$ cat src/rtl/basys3_disp_pkg.sv
// Shared encodings and defaults for the seven-segment display arbiter.
package basys3_disp_pkg;

  typedef enum logic {
    ST_IDLE = 1'b0,
    ST_SHOW = 1'b1
  } disp_state_e;

  localparam int DISP_DATA_W       = 16;
  localparam int DISP_HOLD_DEFAULT = 100_000_000;

endpackage

$ cat src/rtl/basys3_rr_pick.sv
// Round-robin picker: first asserted request at or after (ptr+1) mod NUM_REQ,
// so the requester at ptr itself is the last candidate.
module basys3_rr_pick #(
  parameter int NUM_REQ = 4,
  parameter int OWN_W   = $clog2(NUM_REQ)
) (
  input  logic [NUM_REQ-1:0] req,
  input  logic [OWN_W-1:0]   ptr,
  output logic [OWN_W-1:0]   pick,
  output logic               any
);

  logic             found;
  logic [OWN_W-1:0] idx;

  always_comb begin
    pick  = '0;
    found = 1'b0;
    idx   = '0;
    for (int i = 1; i <= NUM_REQ; i++) begin
      idx = OWN_W'((int'(ptr) + i) % NUM_REQ);
      if (!found && req[idx]) begin
        pick  = idx;
        found = 1'b1;
      end
    end
  end

  assign any = |req;

endmodule

$ cat src/rtl/basys3_display_arbiter.sv
// Round-robin owner of the 7-seg display word with a minimum dwell per owner.
// Define DISP_ARB_LOCK_EN to add the lock input that freezes rotation in SHOW.
//
// state | meaning
// IDLE  | no owner being shown; display/owner hold last values
// SHOW  | owner's data on display; dwell counts down to the next arbitration
module basys3_display_arbiter
  import basys3_disp_pkg::*;
#(
  parameter int NUM_REQ     = 4,
  parameter int DATA_W      = DISP_DATA_W,
  parameter int HOLD_CYCLES = DISP_HOLD_DEFAULT
) (
  input  logic                      clk,
  input  logic                      rst_n,
`ifdef DISP_ARB_LOCK_EN
  input  logic                      lock,
`endif
  input  logic [NUM_REQ-1:0]        req,
  input  logic [NUM_REQ*DATA_W-1:0] req_data,
  output logic [NUM_REQ-1:0]        gnt,
  output logic [DATA_W-1:0]         display,
  output logic [$clog2(NUM_REQ)-1:0] owner,
  output logic                      busy
);

  localparam int OWN_W = $clog2(NUM_REQ);
  localparam int DWL_W = $clog2(HOLD_CYCLES);

  disp_state_e          state_q;
  logic [DWL_W-1:0]     dwell_q;
  logic [OWN_W-1:0]     ptr_q;
  logic [OWN_W-1:0]     owner_q;
  logic [NUM_REQ-1:0]   gnt_q;
  logic [DATA_W-1:0]    display_q;
  logic                 busy_q;

  logic [OWN_W-1:0]     pick;
  logic                 any;
  logic [NUM_REQ-1:0]   gnt_d;
  logic [DATA_W-1:0]    pick_data;
  logic [DATA_W-1:0]    owner_data;
  logic                 lock_hold;

  basys3_rr_pick #(
    .NUM_REQ (NUM_REQ),
    .OWN_W   (OWN_W)
  ) u_pick (
    .req  (req),
    .ptr  (ptr_q),
    .pick (pick),
    .any  (any)
  );

`ifdef DISP_ARB_LOCK_EN
  assign lock_hold = lock;
`else
  assign lock_hold = 1'b0;
`endif

  always_comb begin
    gnt_d       = '0;
    gnt_d[pick] = 1'b1;
  end

  assign pick_data  = req_data[int'(pick)*DATA_W +: DATA_W];
  assign owner_data = req_data[int'(owner_q)*DATA_W +: DATA_W];

  always_ff @(posedge clk or negedge rst_n) begin
    if (!rst_n) begin
      state_q   <= ST_IDLE;
      dwell_q   <= '0;
      ptr_q     <= OWN_W'(NUM_REQ - 1);
      owner_q   <= '0;
      gnt_q     <= '0;
      display_q <= '0;
      busy_q    <= 1'b0;
    end else begin
      gnt_q <= '0;
      case (state_q)
        ST_IDLE: begin
          if (any) begin
            owner_q   <= pick;
            ptr_q     <= pick;
            gnt_q     <= gnt_d;
            display_q <= pick_data;
            dwell_q   <= DWL_W'(HOLD_CYCLES - 1);
            busy_q    <= 1'b1;
            state_q   <= ST_SHOW;
          end
        end
        ST_SHOW: begin
          if (req[owner_q]) display_q <= owner_data;
          // A re-grant below overrides the tracking update with the new owner's word.
          if (!lock_hold) begin
            if (dwell_q != '0) begin
              dwell_q <= dwell_q - DWL_W'(1);
            end else if (any) begin
              owner_q   <= pick;
              ptr_q     <= pick;
              gnt_q     <= gnt_d;
              display_q <= pick_data;
              dwell_q   <= DWL_W'(HOLD_CYCLES - 1);
            end else begin
              state_q <= ST_IDLE;
              busy_q  <= 1'b0;
            end
          end
        end
        default: state_q <= ST_IDLE;
      endcase
    end
  end

  assign gnt     = gnt_q;
  assign display = display_q;
  assign owner   = owner_q;
  assign busy    = busy_q;

endmodule
$ cat config.mk
export PLATFORM = sky130hd
export DESIGN_NAME = basys3_display_arbiter
export DESIGN_NICKNAME = d
export VERILOG_FILES = /design/src/rtl/basys3_disp_pkg.sv /design/src/rtl/basys3_rr_pick.sv /design/src/rtl/basys3_display_arbiter.sv
export SDC_FILE = /design/constraint.sdc
export NUM_CORES = 1
export LEC_CHECK = 0
export CAP_MARGIN = 20
export CORE_UTILIZATION = 57
export DETAILED_ROUTE_END_ITERATION = 7
export DONT_BUFFER_PORTS = 1
export PLACE_DENSITY = 0.79
export SLEW_MARGIN = 25
export SYNTH_ARGS = -nofsm -noshare
export SYNTH_HDL_FRONTEND = slang
export SYNTH_SLANG_ARGS = --single-unit
export TNS_END_PERCENT = 20
$ cat constraint.sdc
create_clock -name clk -period 5.1 [get_ports clk]
set_clock_uncertainty 0.15 [all_clocks]
set_input_delay 1.02 -clock clk [delete_from_list [all_inputs] [get_ports clk]]
set_output_delay 1.02 -clock clk [all_outputs]
set_load 0.1 [all_outputs]
Word level (Yosys, flattened, before mapping)
Index checks and enable logic that the tools add are counted.
- output and inout bits: 23
- register bits after elaboration: 53
- word-level logic and storage cells: 78
- input port bits: 70
- shifts and indexed selects: 2
- mux-type cells: 43
- add/subtract/negate cells: 5
- order comparisons: 7
- bitwise gates (word level): 1
- equal/unequal tests: 3
- reductions and logical operators: 10
- operators by type and width (cell ; count):
    indexed part select 64 x 7 -> 16 bit ; 2
    two-way mux 16 bit ; 4
    two-way mux 27 bit ; 2
    one-hot mux 27 bit (2 select lines) ; 1
    one-hot mux 16 bit (2 select lines) ; 1
    nonzero test 27 bit ; 1
    subtractor 27 x 1 -> 27 bit (second input constant) ; 1
    < comparator 2 x 3 -> 1 bit (second input constant) ; 6
    two-way mux 2 bit ; 8
    two-way mux 1 bit ; 14
    binary-select mux 1 bit (select 2 bit) ; 5
    two-way mux 4 bit ; 2
    one-hot mux 2 bit (2 select lines) ; 2
    one-hot mux 4 bit (2 select lines) ; 1
    != test 2 bit (second input constant) ; 3
    adder 2 x 1 -> 2 bit (second input constant) ; 2
    adder 2 bit (second input constant) ; 2
    logical AND 1 bit ; 4
    one-hot mux 1 bit (2 select lines) ; 2
    OR reduction 4 bit ; 1
    logical NOT 1 bit ; 3
    AND reduction 3 bit ; 1
    demux 1 bit (select 2 bit) ; 1
    >= comparator 2 x 1 -> 1 bit (second input constant) ; 1
    NOT 1 bit ; 1

Longest topological paths before layout
- depth in word-level cells: 20
- mapped depth: 9
- depth with buffers taken out: 8

Modules after synthesis
From an unflattened synthesis, not the netlist that was laid out.
- cells, all modules: 324
- area, all modules: 3608.5 µm²
- by module, submodules not included (module ; times used ; area an instance (µm²) ; cells each ; sequential area each (µm²)):
    basys3_display_arbiter ; 1 ; 3527.1 ; 310 ; 1328.8
    basys3_rr_pick ; 1 ; 81.3 ; 14 ; 0.0

Worst setup path before layout
OpenSTA, ideal clock, no wires.
- path type: input -> register
- from: input req[0]
- to: register display_q[0], in the netlist display[0]
- cell stages on the path: 8
- buffers on the path: 3
- arrival time: 2.634 ns
- slack: 2.174 ns
- setup time: 0.142 ns
- cell sequence: or4_1 clkbuf_1 inv_1 ha_1 or2_1 buf_2 buf_6 o221ai_1
- word-level cells in the longest chain between the ends: 16
- ends and longest elaborated chain (what ; RTL line ; source):
    start: declaration ; basys3_display_arbiter.sv:19 ; input logic [NUM_REQ-1:0] req,
    binary-select mux 1 bit (select 2 bit) ; basys3_rr_pick.sv:22 ; if (!found && req[idx]) begin
    two-way mux 1 bit (implied by the code) ; basys3_rr_pick.sv:22 ;
    two-way mux 1 bit ; basys3_rr_pick.sv:22 ;
    logical NOT 1 bit ; basys3_rr_pick.sv:22 ;
    logical AND 1 bit ; basys3_rr_pick.sv:22 ;
    two-way mux 1 bit ; basys3_rr_pick.sv:22 ;
    logical NOT 1 bit ; basys3_rr_pick.sv:22 ;
    logical AND 1 bit ; basys3_rr_pick.sv:22 ;
    two-way mux 1 bit ; basys3_rr_pick.sv:22 ;
    logical NOT 1 bit ; basys3_rr_pick.sv:22 ;
    logical AND 1 bit ; basys3_rr_pick.sv:22 ;
    two-way mux 2 bit ; basys3_rr_pick.sv:22 ;
    indexed part select 64 x 7 -> 16 bit ; basys3_display_arbiter.sv:66 ; assign pick_data = req_data[int'(pick)*DATA_W +: DATA_W];
    two-way mux 16 bit ; basys3_display_arbiter.sv:98 ; end else if (any) begin
    two-way mux 16 bit ; basys3_display_arbiter.sv:96 ; if (dwell_q != '0) begin
    one-hot mux 16 bit (2 select lines) ; basys3_display_arbiter.sv:80 ; case (state_q)
    end signal: assignment ; basys3_display_arbiter.sv:86 ; display_q <= pick_data;
    end signal: assignment ; basys3_display_arbiter.sv:93 ; if (req[owner_q]) display_q <= owner_data;
    end signal: assignment ; basys3_display_arbiter.sv:102 ; display_q <= pick_data;
    end: declaration ; basys3_display_arbiter.sv:35 ; logic [DATA_W-1:0] display_q;
Parallel ways exist; a longest one is shown, timed or not. The select of a mux whose other input is x is not followed.
A chain may end at the register's enable or synchronous reset.

Worst setup path in the final report
- from: input req[0]
- to: register display_q[10], in the netlist display[10]
Same word-level chain as after synthesis.

==> flow_summary.toml <==
[floorplan]
dieHeight_um = 83.1
core-area_um2 = 6350
ios = 93
start_util_pct = 59.0
die_area_um2 = 6900
die_width_um = 83.1
rows = 29

[critical_path]
worstPathRequired_ns = 5.12
path_class = "in2reg"
slowest_stage = "or4_1"
cp.arrival_ns = 3.28
slowest_delay_ns = 0.74
endpoint_kind = "register"
start_kind = "input pin"
cp_num_buf_inv = 2
critPathMaxFanout = 33
crit_family = "simple AND/OR/NAND/NOR gates"
worstPathCellList = "or4_1, inv_1, ha_1, buf_4, or2_1, o221ai_1"

[placement]
numPortBuffers = 0
placed_cells = 417
dp_slack_ns = 1.50
placed_area_um2 = 3740
gp_congestion = 0.842
hpwl_um = 6120

[sta]
max-slew-margin-rel_pct = 37.6
setup_tns_ns = 0
hold_violations = 0
worst_pin_slew_ns = 0.935
timing.fmax_mhz = 306
timing.final.crit_share_pct = 64.0
slew_viol_final = 0
setup_ws_ns = 1.84
finalCriticalPeriod_ns = 3.26
rsz0062_at_grt = "false"
setup_viol = 0

[drt]
drc = 0
via_per_inst = 7.10
ant_nets = 0
drt_iter0_drc = 211
drt-wirelength-per-cell_um = 20.4
vias = 3023
routed_wl_um = 8700
dr.pass1.iters = 4

[cells_and_area]
drive_gt1_share_pct = 18.3
layout.cells.non_filler = 426
n_antenna_cell = 0
area_delta_synth_final_pct = 2.77
fillers = 527
final_util_pct = 60.7
nets = 421
fin_area_um2 = 3850

[pwr]
switching_power_mw = 0.632
ir_drop_mv = 0.241
cellLeakagePower_nw = 1.52
seq_power_share_pct = 60.4
share_comb_of_total_power_pct = 21.9
p_per_area_nw_per_um2 = 357
power_frac_clock_pct = 17.8
switching_share_pct = 46.0
intPower_mw = 0.743

[synthesis]
synth_cells = 360
yosys.area.top_type = "dfrtp_1"
yosys_most_used_dff = "dfrtp_1"
synth_edf_count = 0
synth_async_sr_flop_share_pct = 100
synth_area_um2 = 3750
yosysWarningCount = 0
synth_top_cell_area_share_pct = 34.1
synth_seq_cells = 53
synth_area_leaders = "dfrtp_1 34%, mux4_2 10%, mux2i_1 9.6%, mux2_2 4.8%, o221ai_1 3.7%"
ys_seq_area_share_pct = 35.5
syn_avg_cell_area_um2 = 10.4
syn_nets = 433
yosys.cell_types.count = 51

[global_route]
gr-total-overflow = 0
grt_pass1_vias = 3082
grt_max_degree = 54
grtUsageTotal_pct = 26.2
antenna_found_initial = 0
grt_pass1_wl_um = 14700

[hold_path]
min_path_type = "in2async"

[status]
status = "completed"

[clock_network]
cts_resized = 0
cts_setup_buffers = 0
clk_pin_slew_worst_paths_ns = 0.10
root_buffer = "clkbuf_8"
clk_path_buf_depth = 2
postCtsHoldBufs = 0
clk-insertion-delay-late_ns = 0.31
htreeDepth = 2
cts_buffers = 5
cts_tree = "yes"
cts_sinks = 53

[run]
maxCapViolCount = 0
flip-flops by register name, indices dropped and copies added, names as in the netlist:
name / count
dwell_q: 27
display: 16
gnt: 4
owner: 2
ptr_q: 2
busy: 1
state_q: 1
final timing paths:
kind                             startpoint     endpoint  slack, ns  cells past startpoint
min in group clk                dwell_q[13]  dwell_q[13]       0.35                      1
worst min register to register  dwell_q[13]  dwell_q[13]       0.35                      1
worst max-delay path                 req[0]  display[10]       1.84                      6
max in group asynchronous             rst_n     ptr_q[0]       4.35                      0
worst min-delay path                  rst_n  display[14]       0.23                      0
worst max register to register     owner[0]  display[10]       2.17                      4
cell usage in the layout, fill, tap and decap left out, drive strengths merged, types with 2 or more instances in the layout:
cell      Yosys  routed
and3          2       2
a21o          2       2
or3           5       5
dfstp         2       2
nand2        23      23
a211o         3       3
nand3         5       5
and4          2       2
mux4         17      17
o21a          4       4
or2           3       3
nor3         12      12
o211a         2       2
nor3b         4       4
clkbuf        7       5
inv          11      11
or4           3       3
o31ai        12      12
nand4         3       3
a31oi         6       6
dfrtp        51      51
o221ai       16      16
buf          17       5
a21oi        14      14
nor2         22      22
mux2         16      16
clkinvlp      0       3
o41ai         5       5
nor4         12      12
o21ai        26      26
o211ai        2       2
nand2b        5       5
mux2i        36      36
ha            3       3
power by group through the flow:
stage	logic [mW]	registers, mW	clock network, mW
finish	0.300	0.830	0.244
global route	0.335	0.842	0.264
CTS	0.302	0.829	0.250
detailed placement	0.301	0.838	0
global placement	0.288	0.831	0
floorplan	0.265	0.810	0
worst register-to-register path, cell delays in order (launching register included):
cell and delay (ns):
dfrtp_2 0.97, mux4_2 0.63, a211oi_2 0.75, o21ai_0 0.21, o221ai_1 0.14
synthesized netlist by cell type, types with 2 or more instances:
master    number
dfrtp_1       51
mux2i_1       36
o21ai_0       25
nand2_1       23
nor2_1        22
mux4_2        17
mux2_2        16
o221ai_1      16
a21oi_1       13
nor3_1        12
o31ai_1       12
inv_1         11
buf_2          8
nor4_1         8
clkbuf_1       7
a31oi_1        6
nand2b_1       5
nand3_1        5
o41ai_1        5
nor3b_1        4
o21a_1         4
or3_1          4
a211o_1        3
buf_4          3
buf_6          3
ha_1           3
nand4_1        3
nor4_4         3
or4_1          3
a21o_1         2
and3_1         2
buf_8          2
dfstp_2        2
o211a_1        2
o211ai_1       2
or2_2          2
cells by family (layout without fill, tap and decap cells):
group           after synthesis  count (layout)  synth area share (%)
compound gates               96              96                  17.8
xor+xnor                      1               1                 0.234
simple gates                103             103                  15.6
fa+ha+maj                     3               3                  1.00
mux                          69              69                  24.6
flops                        53              53                  35.5
buf+inv                      35              24                  5.28
cell type report:
type	instances	area, um2	share of cell area, %
clock buffer	5	68.8	1.79
timing repair buffer	5	45.0	1.17
clock inverter	3	22.5	0.585
inverter	11	41.3	1.07
multi-input combinational	272	2250	58.3
tap	77	96.3	2.50
sequential	53	1330	34.6
per-layer routing:
metal  global-route usage, %  part of all wire, %  up-vias
li1                        -                    -     1378
met1                    33.0                   43     1523
met2                    45.2                   50      110
met3                    5.67                  6.1       12
met4                    7.84                  1.2        0
met5                       0                    0        -
per-stage QoR:
step	hold slack [ns]	power (mW)
after floorplan	0.303	1.07
after global placement	0.318	1.12
after detailed placement	0.335	1.14
after CTS	0.230	1.38
after global routing	0.217	1.44
final	0.232	1.38
Power figures use the tool's default switching activity.
